File: config.mk
export PLATFORM = sky130hd
export DESIGN_NAME = hvac_actuator_flat
export DESIGN_NICKNAME = d
export VERILOG_FILES = /design/src/rtl/hvac_actuator_if.sv /design/src/rtl/hvac_actuator.sv /design/src/flat_wrapper.sv
export SDC_FILE = /design/constraint.sdc
export NUM_CORES = 1
export LEC_CHECK = 0
export CAP_MARGIN = 30
export CORE_ASPECT_RATIO = 0.75
export CORE_MARGIN = 2
export CORE_UTILIZATION = 51
export CTS_CLUSTER_DIAMETER = 120
export DETAILED_ROUTE_END_ITERATION = 8
export HOLD_SLACK_MARGIN = 0.05
export PLACE_DENSITY = 0.82
export SYNTH_ARGS = -nofsm -noshare
export SYNTH_HDL_FRONTEND = slang
export SYNTH_SLANG_ARGS = --single-unit
File: constraint.sdc
create_clock -name clk -period 2.1 [get_ports clk]
set_clock_uncertainty 0.15 [all_clocks]
set_input_delay 0.525 -clock clk [delete_from_list [all_inputs] [get_ports clk]]
set_output_delay 0.525 -clock clk [all_outputs]
set_load 0.02 [all_outputs]
File: src/rtl/hvac_actuator_if.sv
// hvac_actuator_if: command/status bundle between the HVAC controller and
// the actuator stage. The controller drives the command inputs (master);
// the actuator returns its registered equipment drives (slave).
// HVAC_STAT_EN adds the heat/cool start counters to the bundle.
interface hvac_actuator_if;
   logic [1:0]  speed_cmd;
   logic        heat_cmd;
   logic        cool_cmd;
   logic        idle_cmd;
   logic [1:0]  fan_level;
   logic        heater_on;
   logic        compressor_on;
   logic [2:0]  state_o;
   logic        fault;
`ifdef HVAC_STAT_EN
   logic [15:0] heat_starts;
   logic [15:0] cool_starts;

   modport master (
      output speed_cmd, heat_cmd, cool_cmd, idle_cmd,
      input  fan_level, heater_on, compressor_on, state_o, fault,
      input  heat_starts, cool_starts
   );
   modport slave (
      input  speed_cmd, heat_cmd, cool_cmd, idle_cmd,
      output fan_level, heater_on, compressor_on, state_o, fault,
      output heat_starts, cool_starts
   );
`else
   modport master (
      output speed_cmd, heat_cmd, cool_cmd, idle_cmd,
      input  fan_level, heater_on, compressor_on, state_o, fault
   );
   modport slave (
      input  speed_cmd, heat_cmd, cool_cmd, idle_cmd,
      output fan_level, heater_on, compressor_on, state_o, fault
   );
`endif
endinterface

File: src/rtl/hvac_actuator.sv
// hvac_actuator: sequences heater, compressor and fan from the controller's
// speed/heat/cool/idle commands with fan pre/post purge, a minimum-off
// lockout and a rate-limited fan ramp.
// Optional macro HVAC_STAT_EN adds saturating heat/cool start counters.
//
// Command protocol: there is no handshake. The command inputs are sampled on
// every rising clk edge; a command is valid only when exactly one of
// heat/cool/idle is set, otherwise it is treated as idle and flagged on
// fault in the following cycle.
module hvac_actuator #(
   parameter int unsigned RAMP_CYCLES    = 4,
   parameter int unsigned PURGE_CYCLES   = 8,
   parameter int unsigned MIN_OFF_CYCLES = 16,
   parameter int unsigned CNT_W          = 8
) (
   input  logic           clk,
   input  logic           rst,
   hvac_actuator_if.slave bus
);

   typedef enum logic [2:0] {
      S_OFF       = 3'd0,
      S_PREPURGE  = 3'd1,
      S_HEAT      = 3'd2,
      S_COOL      = 3'd3,
      S_POSTPURGE = 3'd4
   } state_t;

   // Timers count down to a terminal 0; loading N-1 makes the phase last
   // exactly N cycles counted from the entry edge.
   localparam logic [CNT_W-1:0] C_ONE       = CNT_W'(1);
   localparam logic [CNT_W-1:0] C_RAMP_LAST = CNT_W'(RAMP_CYCLES - 1);
   localparam logic [CNT_W-1:0] C_PURGE_LD  = CNT_W'(PURGE_CYCLES - 1);
   localparam logic [CNT_W-1:0] C_OFF_LD    = CNT_W'(MIN_OFF_CYCLES - 1);

   state_t           r_state;
   state_t           w_next;
   logic [CNT_W-1:0] r_purge_cnt;
   logic [CNT_W-1:0] r_off_timer;
   logic [CNT_W-1:0] r_ramp_cnt;
   logic [1:0]       r_fan_level;
   logic             r_heater_on;
   logic             r_compressor_on;
   logic             r_fault;
   logic             w_valid;
   logic             w_heat_req;
   logic             w_cool_req;
   logic [1:0]       w_speed;
   logic [1:0]       w_run_target;
   logic [1:0]       w_target;

   // Exactly one of three: odd parity and not all three set.
   assign w_valid    = (bus.heat_cmd ^ bus.cool_cmd ^ bus.idle_cmd) &
                       ~(bus.heat_cmd & bus.cool_cmd & bus.idle_cmd);
   assign w_heat_req = w_valid & bus.heat_cmd;
   assign w_cool_req = w_valid & bus.cool_cmd;

   // State register.
   always_ff @(posedge clk or posedge rst) begin
      if (rst) r_state <= S_OFF;
      else     r_state <= w_next;
   end

   // Next-state logic; HEAT and COOL always pass through POSTPURGE.
   always_comb begin
      w_next = r_state;
      case (r_state)
         S_OFF: begin
            if ((w_heat_req | w_cool_req) && r_off_timer == '0) w_next = S_PREPURGE;
         end
         S_PREPURGE: begin
            if (!(w_heat_req | w_cool_req))                  w_next = S_OFF;
            else if (r_purge_cnt == '0 && r_fan_level != 2'd0) w_next = w_heat_req ? S_HEAT : S_COOL;
         end
         S_HEAT:      if (!w_heat_req)        w_next = S_POSTPURGE;
         S_COOL:      if (!w_cool_req)        w_next = S_POSTPURGE;
         S_POSTPURGE: if (r_purge_cnt == '0)  w_next = S_OFF;
         default:                             w_next = S_OFF;
      endcase
   end

   // Purge timer: reloaded on entry to either purge state, otherwise runs down.
   always_ff @(posedge clk or posedge rst) begin
      if (rst) r_purge_cnt <= '0;
      else if (w_next != r_state && (w_next == S_PREPURGE || w_next == S_POSTPURGE))
         r_purge_cnt <= C_PURGE_LD;
      else if (r_purge_cnt != '0)
         r_purge_cnt <= r_purge_cnt - C_ONE;
   end

   // Short-cycle lockout: armed when equipment disengages, runs in all states.
   always_ff @(posedge clk or posedge rst) begin
      if (rst) r_off_timer <= '0;
      else if (w_next == S_POSTPURGE && r_state != S_POSTPURGE)
         r_off_timer <= C_OFF_LD;
      else if (r_off_timer != '0)
         r_off_timer <= r_off_timer - C_ONE;
   end

   // Fan target: invalid commands ask for speed 0, running states force >= 1.
   always_comb begin
      w_speed      = w_valid ? bus.speed_cmd : 2'd0;
      w_run_target = (w_speed == 2'd0) ? 2'd1 : w_speed;
      case (r_state)
         S_OFF:       w_target = 2'd0;
         S_POSTPURGE: w_target = 2'd1;
         default:     w_target = w_run_target;
      endcase
   end

   // Fan ramp: one step per RAMP_CYCLES; the count survives target changes.
   always_ff @(posedge clk or posedge rst) begin
      if (rst) begin
         r_ramp_cnt  <= '0;
         r_fan_level <= 2'd0;
      end else if (r_fan_level == w_target) begin
         r_ramp_cnt  <= '0;
      end else if (r_ramp_cnt == C_RAMP_LAST) begin
         r_ramp_cnt  <= '0;
         r_fan_level <= (r_fan_level < w_target) ? r_fan_level + 2'd1 : r_fan_level - 2'd1;
      end else begin
         r_ramp_cnt  <= r_ramp_cnt + C_ONE;
      end
   end

   // Equipment enables follow the state being entered so they line up with state_o.
   always_ff @(posedge clk or posedge rst) begin
      if (rst) begin
         r_heater_on     <= 1'b0;
         r_compressor_on <= 1'b0;
         r_fault         <= 1'b0;
      end else begin
         r_heater_on     <= (w_next == S_HEAT);
         r_compressor_on <= (w_next == S_COOL);
         r_fault         <= ~w_valid;
      end
   end

   assign bus.fan_level     = r_fan_level;
   assign bus.heater_on     = r_heater_on;
   assign bus.compressor_on = r_compressor_on;
   assign bus.state_o       = r_state;
   assign bus.fault         = r_fault;

`ifdef HVAC_STAT_EN
   logic [15:0] r_heat_starts;
   logic [15:0] r_cool_starts;

   // Saturating counts of entries into HEAT and COOL.
   always_ff @(posedge clk or posedge rst) begin
      if (rst) begin
         r_heat_starts <= '0;
         r_cool_starts <= '0;
      end else begin
         if (w_next == S_HEAT && r_state != S_HEAT && r_heat_starts != 16'hFFFF)
            r_heat_starts <= r_heat_starts + 16'd1;
         if (w_next == S_COOL && r_state != S_COOL && r_cool_starts != 16'hFFFF)
            r_cool_starts <= r_cool_starts + 16'd1;
      end
   end

   assign bus.heat_starts = r_heat_starts;
   assign bus.cool_starts = r_cool_starts;
`endif

endmodule
File: src/flat_wrapper.sv
// flat-port wrapper written by rule: the top's interface ports become plain ports
module hvac_actuator_flat 
#(
   parameter int unsigned RAMP_CYCLES    = 4,
   parameter int unsigned PURGE_CYCLES   = 8,
   parameter int unsigned MIN_OFF_CYCLES = 16,
   parameter int unsigned CNT_W          = 8
)
  (clk, rst, bus_speed_cmd, bus_heat_cmd, bus_cool_cmd, bus_idle_cmd, bus_fan_level, bus_heater_on, bus_compressor_on, bus_state_o, bus_fault);
  hvac_actuator_if bus_i ();
  input  logic clk;
  input  logic rst;
  input wire logic [$bits(bus_i.speed_cmd)-1:0] bus_speed_cmd;
  input wire logic [$bits(bus_i.heat_cmd)-1:0] bus_heat_cmd;
  input wire logic [$bits(bus_i.cool_cmd)-1:0] bus_cool_cmd;
  input wire logic [$bits(bus_i.idle_cmd)-1:0] bus_idle_cmd;
  output wire logic [$bits(bus_i.fan_level)-1:0] bus_fan_level;
  output wire logic [$bits(bus_i.heater_on)-1:0] bus_heater_on;
  output wire logic [$bits(bus_i.compressor_on)-1:0] bus_compressor_on;
  output wire logic [$bits(bus_i.state_o)-1:0] bus_state_o;
  output wire logic [$bits(bus_i.fault)-1:0] bus_fault;
  assign bus_i.speed_cmd = bus_speed_cmd;
  assign bus_i.heat_cmd = bus_heat_cmd;
  assign bus_i.cool_cmd = bus_cool_cmd;
  assign bus_i.idle_cmd = bus_idle_cmd;
  assign bus_fan_level = bus_i.fan_level;
  assign bus_heater_on = bus_i.heater_on;
  assign bus_compressor_on = bus_i.compressor_on;
  assign bus_state_o = bus_i.state_o;
  assign bus_fault = bus_i.fault;
  hvac_actuator #(.RAMP_CYCLES(RAMP_CYCLES), .PURGE_CYCLES(PURGE_CYCLES), .MIN_OFF_CYCLES(MIN_OFF_CYCLES), .CNT_W(CNT_W)) u_core (.clk(clk), .rst(rst), .bus(bus_i));
endmodule
Word-level counts from Yosys, hierarchy flattened
Index checks and enable logic that the tools add are counted.

word-level totals
  flip-flop bits (word level) = 32
  input bits = 7
  output and inout port bits = 8
  logic and storage cells = 70

cells by class
  add/sub/neg operators = 5
  magnitude comparators = 1
  equal/unequal tests = 12
  multiplexer cells = 18
  bitwise logic cells = 11
  reductions and logical operators = 15

operators by type and width
  kind                                                                number
  8-bit two-way mux                                                   6
  3-bit two-way mux                                                   6
  8-bit zero test                                                     2
  8-bit nonzero test                                                  2
  8-bit by 1-bit subtractor with 8-bit output, second input constant  2
  3-bit one-hot mux with 5 select lines                               1
  3-bit by 2-bit == test with 1-bit output, second input constant     4
  8-bit by 1-bit adder with 8-bit output, second input constant       1
  8-bit by 2-bit == test with 1-bit output, second input constant     1
  3-bit by 1-bit == test with 1-bit output, second input constant     2
  3-bit == test, second input constant                                2
  2-bit two-way mux                                                   3
  2-bit nonzero test                                                  3
  1-bit AND                                                           5
  1-bit logical AND                                                   4
  2-bit one-hot mux with 2 select lines                               1
  3-bit zero test                                                     1
  3-bit != test                                                       1
  3-bit != test, second input constant                                1
  1-bit inverter                                                      3
  2-bit by 1-bit adder with 2-bit output, second input constant       1
  2-bit == test                                                       1
  2-bit zero test                                                     1
  2-bit < comparator                                                  1
  6 further kinds                                                     7

Longest topological paths before layout
  word-level depth = 13
  gate-level depth with buffers = 12
  depth with buffers taken out = 12

Worst setup path after synthesis
Ideal clock, no wire load.

  kind = input to register
  start point = in bus_cool_cmd
  end point = reg u_core.r_fan_level[1] (netlist: u_core.bus.fan_level[1])
  library setup time = 0.133 ns
  arrival = 2.385 ns
  data required time = 1.817 ns
  path slack = -0.568 ns
  stages on the path = 9
  path buffers = 0
  cell sequence = ha_1 or3b_1 and2_0 nand3b_1 ha_1 a21oi_1 xnor2_1 nor2_1 xor2_1

on the way
  longest elaborated chain between the ends = 11
  elaborated cells between the ends (all ways) = 15
  classes of those cells = 1 x order compare; 1 x eq/ne; 4 x mux; 7 x bitwise; 2 x reduce/logical

ends and longest elaborated chain
  element                                                     RTL line              RTL
  from (decl)                                                 flat_wrapper.sv:15    input wire logic [$bits(bus_i.cool_cmd)-1:0] bus_cool_cmd;
  1-bit AND (2 in a row)                                      hvac_actuator.sv:54   ~(bus.heat_cmd & bus.cool_cmd & bus.idle_cmd);
  1-bit inverter                                              hvac_actuator.sv:54
  1-bit AND (*)                                               hvac_actuator.sv:53   assign w_valid = (bus.heat_cmd ^ bus.cool_cmd ^ bus.idle_cmd) &
  2-bit two-way mux (*)                                       hvac_actuator.sv:102  w_speed = w_valid ? bus.speed_cmd : 2'd0;
  2-bit zero test                                             hvac_actuator.sv:103  w_run_target = (w_speed == 2'd0) ? 2'd1 : w_speed;
  2-bit two-way mux (*)                                       hvac_actuator.sv:103
  2-bit one-hot mux with 2 select lines (*)                   hvac_actuator.sv:104  case (r_state)
  branches (longest 3 deep; another with 2-bit < comparator)  --
  to (signal assigned)                                        hvac_actuator.sv:120  r_fan_level <= (r_fan_level < w_target) ? r_fan_level + 2'd1 : r_fan_level - 2'd1;
  to (decl)                                                   hvac_actuator.sv:41   logic [1:0] r_fan_level;

Every way passes the cells marked *.
A chain may end at the register's enable or synchronous reset.

Worst setup path after layout
  start point = in bus_heat_cmd
  end point = reg u_core.r_purge_cnt[4]

on the way
  longest elaborated chain between the ends = 13
  elaborated cells between the ends (all ways) = 24
  classes of those cells = 3 x eq/ne; 8 x mux; 9 x bitwise; 4 x reduce/logical

ends and longest elaborated chain
  element                                                                           RTL line                                                       RTL
  from (decl)                                                                       flat_wrapper.sv:14                                             input wire logic [$bits(bus_i.heat_cmd)-1:0] bus_heat_cmd;
  1-bit AND (2 in a row)                                                            hvac_actuator.sv:54
  1-bit inverter                                                                    hvac_actuator.sv:54
  1-bit AND                                                                         hvac_actuator.sv:53
  1-bit AND (on tied branches)                                                      hvac_actuator.sv:55, hvac_actuator.sv:56
  1-bit two-way mux / 1-bit bitwise OR (equally long branches)                      hvac_actuator.sv:73, hvac_actuator.sv:69, hvac_actuator.sv:72
  3-bit two-way mux / 1-bit logical AND (equally long branches)                     hvac_actuator.sv:73, hvac_actuator.sv:69
  3-bit two-way mux (on tied branches)                                              hvac_actuator.sv:72, hvac_actuator.sv:69
  3-bit one-hot mux with 5 select lines (*)                                         hvac_actuator.sv:67                                            case (r_state)
  3-bit by 1-bit == test with 1-bit output / 3-bit == test (equally long branches)  hvac_actuator.sv:85                                            else if (w_next != r_state && (w_next == S_PREPURGE || w_next == S_POSTPURGE))
  1-bit logical OR                                                                  hvac_actuator.sv:85
  1-bit logical AND (*)                                                             hvac_actuator.sv:85
  8-bit two-way mux / 2-bit nonzero test (equally long branches)                    --
  to (signal assigned)                                                              hvac_actuator.sv:88                                            r_purge_cnt <= r_purge_cnt - C_ONE;
  to (decl)                                                                         hvac_actuator.sv:38                                            logic [CNT_W-1:0] r_purge_cnt;

Mark *: on every way between the ends. The rest lies on a longest branch, timed or not.

==> impl_metrics.yaml <==
sta:
  hold_viol: 0
  setup_viol: 23
  timing.fmax_ghz: 0.400
  relSlewSlack_pct: 59.8
  layout_setup_ws_ns: -0.400
  rsz0062_at_grt: "yes"
  fin_crit_ns: 2.50
  fin_crit_sh_pct: 119
  worst_slew_pin_slew_ns: 0.598
  slew_viol_final: 0
yosys:
  synth_cell_types: 45
  yosysTopAreaCell: "dfrtp_1"
  syn-num-nets: 193
  yosys_warnings: 0
  ys_seq_area_share_pct: 45.5
  synth-seq-cells: 32
  synth_area_um2: 1760
  synth_edf_count: 0
  yosys-top-cells-count: "dfrtp_1, nor2_1, a21oi_1, inv_1"
  synth_area_leaders: "dfrtp_1, ha_1, xor2_1"
  syn_area_per_cell_um2: 9.83
  async_reset_ff_share_pct: 100
  synthFlopType: "dfrtp_1"
  synth_cells: 179
  synthDominantCellAreaShare_pct: 45.5
  yosys.cell_count.top_type: "dfrtp_1"
cts:
  cts-root-buf: "clkbuf_8"
  cts_hold_buf: 0
  cts_sinks: 32
  path_clk_slew_ns: 0.07
  clockBufferDepth: 2
  tritoncts: "built"
  htree_levels: 2
  cts_made_buffers: 5
  clock_latency_ns: 0.29
routing:
  drt-met1-wl_mm: 2.22
  drcViolationCount: 0
  vias: 1692
  wirelength_mm: 5.37
  firstDrtPassIters: 4
  wl_per_cell_um: 18.6
  dr_wl_met2_mm: 2.70
  drtIter0Drc: 130
  wl_met3_um: 249
  top_layer: "met4"
  postRouteAntennaNets: 0
  viasPerCell: 5.85
outcome:
  outcome: "complete, but fails checks"
  violations: "negative setup slack"
global_route:
  grt_overflow_total: 0
  gr-usage-all-layers_pct: 27.8
  grt_max_degree: 33
  grt_antenna_before_repair: 0
  grt_pass1_vias: 1723
  grt_pass1_wl_mm: 7.96
placement:
  dp_hpwl_mm: 3.36
  io_buffers: 14
  place_area_um2: 2300
  gp_congestion: 1.01
die:
  die_h_um: 54.9
  coreArea_um2: 3290
  dieArea_um2: 3940
  io_pins: 15
  start_util_pct: 53.5
  fp.dieW_um: 71.8
  core.rowCount: 18
cells_and_area:
  syn_to_final_growth_pct: 50.1
  drive_above_1_share_pct: 41.4
  fillers: 186
  insertedDiodeCount: 0
  design_area_um2: 2640
  nNetsFinal: 262
critical_path:
  required_ns: 2.11
  crit_path_end_kind: "register"
  worstPathArrival_ns: 2.51
  path_max_fanout: 5
  start_kind: "input port"
  worstSetupPathType: "input port to register"
hold_path:
  hold_path_class: "register to register"
power:
  power.density_nw_per_um2: 1300
  ir_drop_v: 0.000807
  leakage_nw: 1.21
  totalPowerFinal_mw: 3.43
flow_run:
  drv_cap: 0
## logic make-up (layout without fill, tap and decap cells)
| logic type | Yosys count | after routing | share of synthesized area (%) |
|---|---|---|---|
| flip-flops | 32 | 32 | 45.5 |
| AND/OR/NAND/NOR | 68 | 68 | 20.8 |
| adder cells (fa/ha/maj) | 7 | 7 | 4.97 |
| buffers and inverters | 14 | 84 | 3.41 |
| multiplexers | 4 | 4 | 2.35 |
| XOR/XNOR | 19 | 19 | 9.45 |
| AO/OA/AOI/OAI | 35 | 35 | 13.5 |
## critical path, stage by stage
cell	delay, ns
buf_8	0.10
ha_4	0.23
or3b_4	0.39
buf_4	0.15
a2111oi_2	0.37
a21boi_4	0.30
o31a_1	0.34
a21oi_1	0.12
## timing repair
action	in CTS	in global routing
pin swaps	22	13
setup endpoints to repair	31	29
resized for setup	34	28
buffers inserted	3	4
endpoints found under the hold margin	0	0
## per-layer routing
layer  vias up  track usage, %
met4         0            15.7
met1       833            32.3
met5         -               0
met3        26            4.97
met2        72            49.7
li1        761               -
## power by group
part           leakage (nW)  internal [mW]  switching (mW)
registers             0.400          0.840           0.184
clock network        0.0552          0.352           0.235
logic                 0.753          0.893           0.929
total                  1.21           2.09            1.35
## stage by stage
stage          setup TNS (ns)  hold WS [ns]  std cells  worst slack [ns]  utilization (%)
5_1_grt                 -7.74         0.429        289            -0.449             80.4
2_1_floorplan           -6.43         0.319        179            -0.494                -
6_report                -6.62         0.402        289            -0.400             80.4
3_5_place_dp           -25.31         0.382        275             -1.05             70.1
4_1_cts                 -4.53         0.397        286            -0.279             76.5
3_3_place_gp           -23.72         0.362        275            -0.975             70.1
## registers in the layout (all words and copies together) (netlist names)
register,count
u_core.bus.compressor_on,1
u_core.bus.fan_level,2
u_core.bus.fault,1
u_core.bus.heater_on,1
u_core.bus.state_o,3
u_core.r_off_timer,8
u_core.r_purge_cnt,8
u_core.r_ramp_cnt,8
## layout by cell type, fill, tap and decap left out, drive strengths merged, types with 3 or more instances in the layout
master	instances
buf	52
nand3	7
nor2	21
o21ai	7
inv	12
nand2	10
or4	4
xnor2	9
a21oi	12
clkdlybuf4s50	8
nor2b	3
ha	7
dlymetal6s2s	3
mux2i	3
clkbuf	6
dfrtp	32
nand2b	4
xor2	10
nor3	4
## final cells by class
| type | instances | area (µm²) | area share [%] |
|---|---|---|---|
| clock buffers | 6 | 72.6 | 2.75 |
| flip-flops and latches | 32 | 801 | 30.3 |
| clock inverters | 2 | 35.0 | 1.33 |
| multi-input cells | 133 | 1100 | 41.6 |
| well taps | 40 | 50.0 | 1.89 |
| repair buffers | 64 | 539 | 20.4 |
| inverters | 12 | 45.0 | 1.70 |
## final timing paths
check                                                    start                             endpoint  slack (ns)  cells past startpoint
min                        u_core.bus.fan_level[0]$_DFFE_PP0P_  u_core.bus.fan_level[0]$_DFFE_PP0P_        0.40                      1
max                                               bus_heat_cmd    u_core.r_purge_cnt[4]$_DFFE_PP0P_       -0.40                      8
max in group asynchronous                                  rst           u_core.bus.fault$_DFF_PP0_        1.02                      3
max reg2reg                  u_core.r_off_timer[6]$_DFFE_PP0P_    u_core.r_purge_cnt[4]$_DFFE_PP0P_       -0.32                      5
min reg2reg                u_core.bus.fan_level[0]$_DFFE_PP0P_  u_core.bus.fan_level[0]$_DFFE_PP0P_        0.40                      1
min in group asynchronous                                  rst    u_core.r_off_timer[1]$_DFFE_PP0P_        0.48                      3
(Power assumes the default switching activity.)
